===== config.mk =====
export PLATFORM = sky130hd
export DESIGN_NAME = dataflow_perf_monitor
export DESIGN_NICKNAME = d
export VERILOG_FILES = /design/src/rtl/dfm_pkg.sv /design/src/rtl/dfm_channel.sv /design/src/rtl/dataflow_perf_monitor.sv
export SDC_FILE = /design/constraint.sdc
export NUM_CORES = 2
export LEC_CHECK = 0
export ABC_AREA = 1
export CAP_MARGIN = 20
export CORE_UTILIZATION = 46
export CTS_CLUSTER_DIAMETER = 120
export DETAILED_ROUTE_END_ITERATION = 8
export GPL_TIMING_DRIVEN = 0
export PLACE_DENSITY_LB_ADDON = 0.3
export SLEW_MARGIN = 40
export SYNTH_ARGS = -nofsm -noshare
export SYNTH_HDL_FRONTEND = slang
export SYNTH_HIERARCHICAL = 1
export SYNTH_SLANG_ARGS = --single-unit

===== constraint.sdc =====
create_clock -name clock -period 3.2 [get_ports clock]
set_clock_uncertainty 0.05 [all_clocks]
set_input_delay 0.64 -clock clock [delete_from_list [all_inputs] [get_ports clock]]
set_output_delay 0.64 -clock clock [all_outputs]
set_load 0.01 [all_outputs]

===== src/rtl/dfm_pkg.sv =====
// dfm_pkg: shared types and constants for dataflow_perf_monitor.
//   dfm_state_t  per-channel handshake FSM state (encoding is visible in STATUS)
//   REG_*        readout register indices for rd_reg
//   STAT_*       STATUS register field positions
//   sat_inc      saturating increment for any counter width up to SAT_MAX_W
package dfm_pkg;

  typedef enum logic [1:0] {
    ST_IDLE      = 2'd0,
    ST_RUN       = 2'd1,
    ST_DONE_WAIT = 2'd2
  } dfm_state_t;

  localparam logic [2:0] REG_TXN      = 3'd0;
  localparam logic [2:0] REG_BUSY     = 3'd1;
  localparam logic [2:0] REG_BLOCK    = 3'd2;
  localparam logic [2:0] REG_LAST_LAT = 3'd3;
  localparam logic [2:0] REG_MAX_LAT  = 3'd4;
  localparam logic [2:0] REG_ITER     = 3'd5;
  localparam logic [2:0] REG_STATUS   = 3'd6;

  // One sticky overflow flag per counter register 0..5.
  localparam int unsigned NUM_CNT = 6;

  localparam int unsigned STAT_STATE_LSB = 0;
  localparam int unsigned STAT_STATE_W   = 2;
  localparam int unsigned STAT_OVF_LSB   = 2;

  localparam int unsigned SAT_MAX_W = 48;

  // Increment v, holding at 2^w-1. Callers zero-extend into SAT_MAX_W bits
  // and truncate the result back to their own width.
  function automatic logic [SAT_MAX_W-1:0] sat_inc(input logic [SAT_MAX_W-1:0] v,
                                                   input int unsigned        w);
    logic [SAT_MAX_W-1:0] top;
    top = {SAT_MAX_W{1'b1}} >> (SAT_MAX_W - w);
    return (v >= top) ? top : v + SAT_MAX_W'(1);
  endfunction

endpackage


===== src/rtl/dfm_channel.sv =====
// dfm_channel: one monitored ap_ctrl_hs handshake.
//   clock, reset        rising-edge clock, asynchronous active-low reset
//   enable, clear       counter update enable / synchronous counter+flag clear
//   ap_start, ap_done,
//   ap_continue         handshake observed on this channel
//   iter_valid          pre-qualified loop-iteration strobe
//   state, busy         FSM state and registered activity flag
//   txn .. iter_cnt     saturating counters (registers 0..5)
//   ovf                 sticky overflow flags, bit i belongs to register i
module dfm_channel
  import dfm_pkg::*;
#(
  parameter int unsigned CNT_W = 32
) (
  input  logic               clock,
  input  logic               reset,
  input  logic               enable,
  input  logic               clear,
  input  logic               ap_start,
  input  logic               ap_done,
  input  logic               ap_continue,
  input  logic               iter_valid,
  output dfm_state_t         state,
  output logic               busy,
  output logic [CNT_W-1:0]   txn,
  output logic [CNT_W-1:0]   busy_cnt,
  output logic [CNT_W-1:0]   block_cnt,
  output logic [CNT_W-1:0]   last_lat,
  output logic [CNT_W-1:0]   max_lat,
  output logic [CNT_W-1:0]   iter_cnt,
  output logic [NUM_CNT-1:0] ovf
);

  localparam logic [CNT_W-1:0] ONE = CNT_W'(1);

  function automatic logic [CNT_W-1:0] inc(input logic [CNT_W-1:0] v);
    return CNT_W'(sat_inc(SAT_MAX_W'(v), CNT_W));
  endfunction

  dfm_state_t         state_nxt;
  logic [CNT_W-1:0]   lat;
  logic [CNT_W-1:0]   lat_nxt;
  logic               complete;
  logic [CNT_W-1:0]   comp_lat;
  logic               comp_sat;
  logic               busy_inc;
  logic               block_inc;
  logic [NUM_CNT-1:0] ovf_set;

  always_comb begin
    state_nxt = state;
    lat_nxt   = lat;
    complete  = 1'b0;
    comp_lat  = '0;
    comp_sat  = 1'b0;
    busy_inc  = 1'b0;
    block_inc = 1'b0;
    if (state == ST_RUN) begin
      busy_inc = 1'b1;
      lat_nxt  = inc(lat);
      if (ap_done) begin
        complete  = 1'b1;
        comp_lat  = inc(lat);
        comp_sat  = (lat == '1);
        state_nxt = ap_continue ? ST_IDLE : ST_DONE_WAIT;
      end
    end else if (state == ST_IDLE || ap_continue) begin
      // IDLE, or DONE_WAIT being released this cycle: both can launch a new
      // transaction, including a same-cycle start/done of latency 1.
      state_nxt = ST_IDLE;
      if (ap_start) begin
        busy_inc = 1'b1;
        lat_nxt  = ONE;
        if (ap_done) begin
          complete  = 1'b1;
          comp_lat  = ONE;
          state_nxt = ap_continue ? ST_IDLE : ST_DONE_WAIT;
        end else begin
          state_nxt = ST_RUN;
        end
      end
    end else begin
      block_inc = 1'b1;
    end
  end

  always_comb begin
    ovf_set               = '0;
    ovf_set[REG_TXN]      = complete && (txn == '1);
    ovf_set[REG_BUSY]     = busy_inc && (busy_cnt == '1);
    ovf_set[REG_BLOCK]    = block_inc && (block_cnt == '1);
    ovf_set[REG_LAST_LAT] = complete && comp_sat;
    ovf_set[REG_MAX_LAT]  = complete && comp_sat;
    ovf_set[REG_ITER]     = iter_valid && (iter_cnt == '1);
  end

  // busy covers every cycle a transaction occupies (including the start
  // cycle seen in IDLE), presented one cycle later.
  always_ff @(posedge clock or negedge reset) begin
    if (!reset) begin
      state <= ST_IDLE;
      lat   <= '0;
      busy  <= 1'b0;
    end else begin
      state <= state_nxt;
      lat   <= lat_nxt;
      busy  <= (state != ST_IDLE) || ap_start;
    end
  end

  always_ff @(posedge clock or negedge reset) begin
    if (!reset) begin
      txn       <= '0;
      busy_cnt  <= '0;
      block_cnt <= '0;
      last_lat  <= '0;
      max_lat   <= '0;
      iter_cnt  <= '0;
      ovf       <= '0;
    end else if (clear) begin
      txn       <= '0;
      busy_cnt  <= '0;
      block_cnt <= '0;
      last_lat  <= '0;
      max_lat   <= '0;
      iter_cnt  <= '0;
      ovf       <= '0;
    end else if (enable) begin
      if (complete) begin
        txn      <= inc(txn);
        last_lat <= comp_lat;
        if (comp_lat > max_lat) max_lat <= comp_lat;
      end
      if (busy_inc)   busy_cnt  <= inc(busy_cnt);
      if (block_inc)  block_cnt <= inc(block_cnt);
      if (iter_valid) iter_cnt  <= inc(iter_cnt);
      ovf <= ovf | ovf_set;
    end
  end

endmodule


===== src/rtl/dataflow_perf_monitor.sv =====
// dataflow_perf_monitor: multi-channel ap_ctrl_hs performance counters.
//   clock, reset          rising-edge clock, asynchronous active-low reset
//   enable                1 = counters update, 0 = counters frozen
//   clear                 zero all counters and overflow flags
//   ap_start/ready/done/continue, iter_valid   per-channel observed signals
//   rd_ch, rd_reg         readout select (channel, register)
//   rd_data               selected value, registered, 1-cycle latency
//   busy                  per-channel activity flag
module dataflow_perf_monitor
  import dfm_pkg::*;
#(
  parameter  int unsigned NUM_CH = 4,
  parameter  int unsigned CNT_W  = 32,
  localparam int unsigned CH_W   = (NUM_CH > 1) ? $clog2(NUM_CH) : 1
) (
  input  logic              clock,
  input  logic              reset,
  input  logic              enable,
  input  logic              clear,
  input  logic [NUM_CH-1:0] ap_start,
  input  logic [NUM_CH-1:0] ap_ready,
  input  logic [NUM_CH-1:0] ap_done,
  input  logic [NUM_CH-1:0] ap_continue,
  input  logic [NUM_CH-1:0] iter_valid,
  input  logic [CH_W-1:0]   rd_ch,
  input  logic [2:0]        rd_reg,
  output logic [CNT_W-1:0]  rd_data,
  output logic [NUM_CH-1:0] busy
);

  dfm_state_t         state     [NUM_CH];
  logic [CNT_W-1:0]   txn       [NUM_CH];
  logic [CNT_W-1:0]   busy_cnt  [NUM_CH];
  logic [CNT_W-1:0]   block_cnt [NUM_CH];
  logic [CNT_W-1:0]   last_lat  [NUM_CH];
  logic [CNT_W-1:0]   max_lat   [NUM_CH];
  logic [CNT_W-1:0]   iter_cnt  [NUM_CH];
  logic [NUM_CNT-1:0] ovf       [NUM_CH];
  logic [CNT_W-1:0]   sel;

  // Start acceptance is implied by the FSM state, so ap_ready carries no
  // extra information; it stays on the port list for handshake wiring.
  logic unused_ready;
  always_comb unused_ready = ^ap_ready;

  for (genvar g = 0; g < NUM_CH; g++) begin : g_ch
    dfm_channel #(.CNT_W(CNT_W)) u_ch (
      .clock       (clock),
      .reset       (reset),
      .enable      (enable),
      .clear       (clear),
      .ap_start    (ap_start[g]),
      .ap_done     (ap_done[g]),
      .ap_continue (ap_continue[g]),
      .iter_valid  (iter_valid[g]),
      .state       (state[g]),
      .busy        (busy[g]),
      .txn         (txn[g]),
      .busy_cnt    (busy_cnt[g]),
      .block_cnt   (block_cnt[g]),
      .last_lat    (last_lat[g]),
      .max_lat     (max_lat[g]),
      .iter_cnt    (iter_cnt[g]),
      .ovf         (ovf[g])
    );
  end

  always_comb begin
    sel = '0;
    if (32'(rd_ch) < NUM_CH) begin
      case (rd_reg)
        REG_TXN:      sel = txn[rd_ch];
        REG_BUSY:     sel = busy_cnt[rd_ch];
        REG_BLOCK:    sel = block_cnt[rd_ch];
        REG_LAST_LAT: sel = last_lat[rd_ch];
        REG_MAX_LAT:  sel = max_lat[rd_ch];
        REG_ITER:     sel = iter_cnt[rd_ch];
        REG_STATUS: begin
          sel[STAT_STATE_LSB +: STAT_STATE_W] = state[rd_ch];
          sel[STAT_OVF_LSB +: NUM_CNT]        = ovf[rd_ch];
        end
        default:      sel = '0;
      endcase
    end
  end

  always_ff @(posedge clock or negedge reset) begin
    if (!reset) rd_data <= '0;
    else        rd_data <= sel;
  end

endmodule


* Word level (Yosys, flattened, before mapping)
Index checks and enable logic that the tools add are counted.
** Word-level totals
- Register bits after elaboration :: 964
** Operators by class
- Bitwise operators :: 5
- Mux-type cells :: 230
- Magnitude comparators :: 25
- Add/subtract/negate cells :: 20
- Equal/unequal tests :: 34
- Reduce and logical (&&, ||, !) cells :: 94
** Operator list (number)
- 32-bit two-way mux :: 136
- 32-bit by 1-bit adder with 32-bit output, second input constant :: 20
- 32-bit equality test, second input constant :: 20
- 32-bit >= comparator, second input constant :: 20
- 32-bit binary-select mux with 2-bit select :: 6
- 24-bit one-hot mux with 6 select lines :: 1
- 32-bit greater-than comparator :: 4
- 2-bit nonzero test :: 33
- 6-bit two-way mux :: 10
- 8-bit one-hot mux with 7 select lines :: 1
- 2-bit two-way mux :: 26
- 1-bit two-way mux :: 48
- 2-bit AND reduction :: 24
- 6-bit bitwise OR :: 4
- 1-bit logical AND :: 20
- 6-bit binary-select mux with 2-bit select :: 1
- 3-bit AND reduction :: 4
- 3-bit equality test, second input constant :: 3
- 2-bit by 1-bit equality test with 1-bit output, second input constant :: 4
- 2-bit logical NOT :: 4
- 1-bit logical OR :: 8
- 2-bit != test, second input constant :: 4
- 3-bit by 2-bit equality test with 1-bit output, second input constant :: 2
- 2-bit binary-select mux with 2-bit select :: 1
- other kinds (4) :: 4

* Logic depth before layout (Yosys ltp)
- Depth after elaboration :: 9
- Mapped depth :: 25
- Gate-level depth less buffers :: 23

* Cells and area by module
The synthesis kept the hierarchy.
** By module, submodules not included
- dfm_channel at g_ch[0].u_ch ... :: area each 15035.7 um^2, cells each 2176, times used 2
- dfm_channel at g_ch[2].u_ch :: area each 14968.1 um^2, cells each 2176, times used 1
- dfm_channel at g_ch[3].u_ch :: area each 14622.8 um^2, cells each 2151, times used 1
- dataflow_perf_monitor :: area each 11192.0 um^2, cells each 2602, times used 1

* Worst setup path after synthesis
Ideal clock, no wire load.
- Path type :: input-to-reg
- Start point :: input ap_done[3]
- End point :: register g_ch[3].u_ch.max_lat[10]
- Cell stages on the path :: 15
- Slack :: 0.103 ns
- Setup time :: 0.067 ns
- Arrival time :: 2.980 ns
- Buffers on the path :: 2
- Data required time :: 3.083 ns
- Cells stage by stage :: buf_2 inv_1 nor3_1 nand2_1 inv_1 ha_1 nand2_1 nor2_1 nand2_1 nor3b_1 nand2_1 nand2_1 clkbuf_1 nand4_1 nand2_1
** On the way
- Cells in the longest elaborated chain, start to end :: 7
- Elaborated cells between the ends (all ways) :: 17
** Ends and longest elaborated chain
- start, declared :: line dataflow_perf_monitor.sv:22 : input logic [NUM_CH-1:0] ap_done,
- 1-bit two-way mux :: line dfm_channel.sv:61, dfm_channel.sv:74
- 32-bit two-way mux :: line dfm_channel.sv:71 : if (ap_start) begin
- 32-bit two-way mux :: line dfm_channel.sv:67 : end else if (state == ST_IDLE || ap_continue) begin
- 32-bit two-way mux :: line dfm_channel.sv:58 : if (state == ST_RUN) begin
- 32-bit greater-than comparator :: line dfm_channel.sv:132 : if (comp_lat > max_lat) max_lat <= comp_lat;
- 2-bit nonzero test (no line)
- 3-bit AND reduction (no line)
- end signal, assigned :: line dfm_channel.sv:132
- end, declared :: line dfm_channel.sv:29 : output logic [CNT_W-1:0] max_lat,
Parallel ways exist; a longest one is shown, timed or not. The select of a mux whose other input is x is not followed.
A chain may end at the register's enable or synchronous reset.

* Worst setup path after layout
- Start point :: input rd_ch[0]
- End point :: register rd_data[30]
** On the way
- Cells in the longest elaborated chain, start to end :: 5
- Elaborated cells between the ends (all ways) :: 20
** Ends and longest elaborated chain
- start, declared :: line dataflow_perf_monitor.sv:25 : input logic [CH_W-1:0] rd_ch,
- 2-bit NOT with 3-bit output (not written as such) (*)
- 32-bit binary-select mux with 2-bit select, or another cell as far along :: line dataflow_perf_monitor.sv:77 : REG_ITER: sel = iter_cnt[rd_ch];
- 32-bit two-way mux (not written as such), or another cell as far along (2 in a row) :: line dataflow_perf_monitor.sv:77
- 24-bit one-hot mux with 6 select lines (*) :: line dataflow_perf_monitor.sv:71 : case (rd_reg)
- named net sel[30] :: line dataflow_perf_monitor.sv:39 : logic [CNT_W-1:0] sel;
- end signal, assigned :: line dataflow_perf_monitor.sv:89 : else rd_data <= sel;
- end, declared :: line dataflow_perf_monitor.sv:27 : output logic [CNT_W-1:0] rd_data,
Mark *: on every way through the listed nets, which the timed path passes. The rest lies on a longest branch. The select of a mux whose other input is x is not followed.

==> impl_metrics.tcl <==
set metrics [dict create \
    yosysSeqAreaShare_pct 34.0 \
    cp_num_cells 11 \
    cts-htree-levels 3 \
    synth_top_cell_by_area "dfrtp_1" \
    reg2reg_from "g_ch[3].u_ch/lat[1]" \
    ys_ff_latch 964 \
    syn-mean-instance-area_um2 6.28 \
    path_max_fanout 10 \
    syn_inst 11300 \
    drc 0 \
    ys_top_cells_by_area "dfrtp_1 34%, nand2_1 20%, inv_1 8.6%" \
    violations "setup timing" \
    r2r_setup_slack_ns -0.09 \
    area.growth.synth_to_final_pct 18.8 \
    drt-total-wl_um 330000 \
    hold_start "ap_done[3]" \
    cts_tree "done" \
    finalSetupViolCount 69 \
    maxCapViolCount 0 \
    reg2reg_to "g_ch[3].u_ch/max_lat[10]" \
    worstPathCellList "clkdlybuf4s50_1 > inv_2 > buf_2 > clkbuf_2 > nand2_1 > nand3_1 > nand2_1 > nand2_1 > nand2_1 > nor2_1 > nand2_1" \
    numCtsBuffers 116 \
    viasPerCell 5.71 \
    synth_most_common_cell "nand2_1" \
    max_slew_margin_pct 28.8 \
    synth_top_area_share_pct 34.0 \
    fin_util_pct 55.2 \
    synth_commonest_cells "3868 x nand2_1, 1622 x inv_1, 1159 x nand3_1" \
    r2r_cells 23 \
    dieArea_um2 156000 \
    startpoint_type "input pin" \
    cpMostUsedCell "nand2_1" \
    path_clk_slew_ns 0.06 \
    syn-num-nets 11500 \
    drive_above_1_share_pct 13.2 \
    setup_slack_ns -0.148 \
    holdPathStages 3 \
    whs_ns 0.222 \
    synth_warnings 6 \
    finalSetupTns_ns -2.62 \
    cts_max_path_buffers 3 \
    synthArstFlopShare_pct 100 \
    hold_violations 0 \
    cts_root_buffer "clkbuf_16" \
    final_max_slew_viol_count 0 \
    vias 78800 \
    ant_nets 0 \
    grt_pass1_wl_um 469000 \
    arrival_ns 3.87 \
    grt_max_degree 108 \
    core_area_um2 152000 \
    grtUsageTotal_pct 40.7 \
    dr.pass1.iters 7 \
    ys.flop_type "dfrtp_1" \
    routedWlPerCell_um 23.9 \
    gr-total-overflow 0 \
    synth_cell_type_count 62 \
    finalCriticalPeriod_ns 3.35 \
    dp_slack_ns -1.08 \
    finalNetCount 11800 \
    cts_sinks 964 \
    tightestPinTransition_ns 1.07 \
    cpMaxStageDelayCell "clkbuf_2" \
    timing.fmax_ghz 0.299 \
    min_period_over_period_pct 105 \
    critPathKind "input pin to flop" \
    grt_pass1_vias 71300 \
    crit_required_ns 3.73 \
    rsz0062_at_grt "yes" \
    clk_latency_ns 0.78 \
    gp_routability_congestion 1.12 \
    rows 143 \
    antenna_found_initial 19 \
    ios 65 \
    syn-cell-area_um2 70900 \
    synth_edf_count 0 \
    outcome "complete, but fails checks" \
    cpLargestDelayFamily "buffers and inverters" \
    final_cell_area_um2 84200 \
    vdd_drop_max_uv 526 \
    start_util_pct 46.5 \
    numPortBuffers 57 \
    drt_iter0_markers 9516 \
    cp_num_buf_inv 4 \
    end_kind "flop" \
    post-dp-hpwl_um 260000 \
    power_leakage_uw 0.0396 \
    min_to "g_ch[3].u_ch/last_lat[3]" \
    power.density_nw_per_um2 375 \
    dpl_cell_area_um2 74300 \
    die_h_um 394 \
    die-width_um 394 \
    min_path_type "input pin to flop" \
    max_stage_delay_ns 0.64 \
]
[sequential cells by signal, indices dropped and copies added, names as in the netlist]
| register | count |
|---|---|
| g_ch.u_ch/lat | 128 |
| g_ch.u_ch/busy_cnt | 128 |
| g_ch.u_ch/state | 8 |
| g_ch.u_ch/txn | 128 |
| g_ch.u_ch/max_lat | 128 |
| rd_data | 32 |
| g_ch.u_ch/ovf | 24 |
| g_ch.u_ch/last_lat | 128 |
| g_ch.u_ch/iter_cnt | 128 |
| g_ch.u_ch/busy | 4 |
| g_ch.u_ch/block_cnt | 128 |
[layer usage]
layer / up-vias / share of wire [%] / track usage (%) / wire, um
met1: 37700 / 41 / 55.2 / 135000
met4: 12 / 6.6 / 21.9 / 21900
li1: 36200 / - / - / -
met3: 815 / 10 / 9.34 / 34400
met2: 4059 / 42 / 60.0 / 139000
met5: - / 0.034 / 0 / 113
[repair_timing]
| item | 4_1_cts | 5_1_grt |
|---|---|---|
| hold buffers | 1 | 0 |
| gates cloned | 5 | 23 |
| setup endpoints to repair | 135 | 140 |
| resized for setup | 262 | 673 |
| pin swaps | 35 | 203 |
| endpoints found under the hold margin | 48 | 0 |
| setup buffers | 47 | 111 |
[worst max path at each step]
stage	end	slack, ns	from
3_5_place_dp	g_ch[3].u_ch/max_lat[16]	-1.08	g_ch[3].u_ch/lat[0]
5_1_grt	g_ch[3].u_ch/max_lat[10]	-0.18	g_ch[3].u_ch/lat[9]
4_1_cts	g_ch[3].u_ch/max_lat[21]	0.0006	g_ch[3].u_ch/lat[7]
6_report	rd_data[30]	-0.15	rd_ch[0]
2_1_floorplan	g_ch[3].u_ch/max_lat[10]	0.10	ap_done[3]
3_3_place_gp	g_ch[0].u_ch/iter_cnt[30]	-44.97	reset
[report_power, final]
part           leakage [uW]  switching, uW  internal (uW)
Combinational        0.0242           3040           1010
Sequential           0.0134            159          12300
Clock               0.00208           6060           8940
Total                0.0396           9260          22300
[layout by cell type (no fill, tap or decap), types with 26 or more instances in the layout]
cell type	instances
a21oi_1	105
buf_1	45
buf_2	144
buf_4	153
buf_6	33
clkbuf_1	151
clkbuf_16	135
clkdlybuf4s50_1	54
clkinv_2	29
dfrtp_1	942
ha_1	103
ha_4	45
inv_1	1558
inv_2	128
nand2_1	3725
nand2_2	128
nand2_4	49
nand3_1	978
nand3_2	190
nand3_4	57
nand4_1	131
nor2_1	958
nor2_2	99
nor2_4	85
nor3_1	227
o211ai_1	44
o21ai_0	576
o21ai_1	259
or2_2	26
xnor2_1	40
xor2_1	153
[worst min-delay path, stage by stage]
cell and delay (ns):
buf_2 0.16, nand3_2 0.10, o21ai_0 0.08
[layout make-up]
| class | count | area [um2] |
|---|---|---|
| fill | 15200 | 68300 |
| multi-input combinational | 8211 | 41700 |
| sequential | 964 | 24200 |
| inverter | 1703 | 6410 |
| clock buffer | 147 | 3230 |
| timing repair buffer | 257 | 2800 |
| tap | 2030 | 2540 |
| buffer | 403 | 2260 |
| clock inverter | 74 | 1050 |
| antenna | 10 | 25.0 |
[per-stage QoR]
step | power [uW] | instances
finish | 31600 | 13800
global route | 32300 | 13800
CTS | 31200 | 13700
detailed placement | 16100 | 13400
global placement | 16000 | 13400
floorplan | 14300 | 11300
[cell families (layout without fill, tap and decap cells)]
| family | count (synthesis) | after routing | synth area share, % |
|---|---|---|---|
| flops | 964 | 964 | 34.0 |
| compound gates | 1117 | 1117 | 8.47 |
| simple gates | 6753 | 6753 | 40.7 |
| other cells | 0 | 10 | 0 |
| buf+inv | 2106 | 2584 | 11.8 |
| fa+ha+maj | 148 | 148 | 2.61 |
| xor+xnor | 193 | 193 | 2.39 |
No activity file was read; power rests on OpenSTA's default activity.
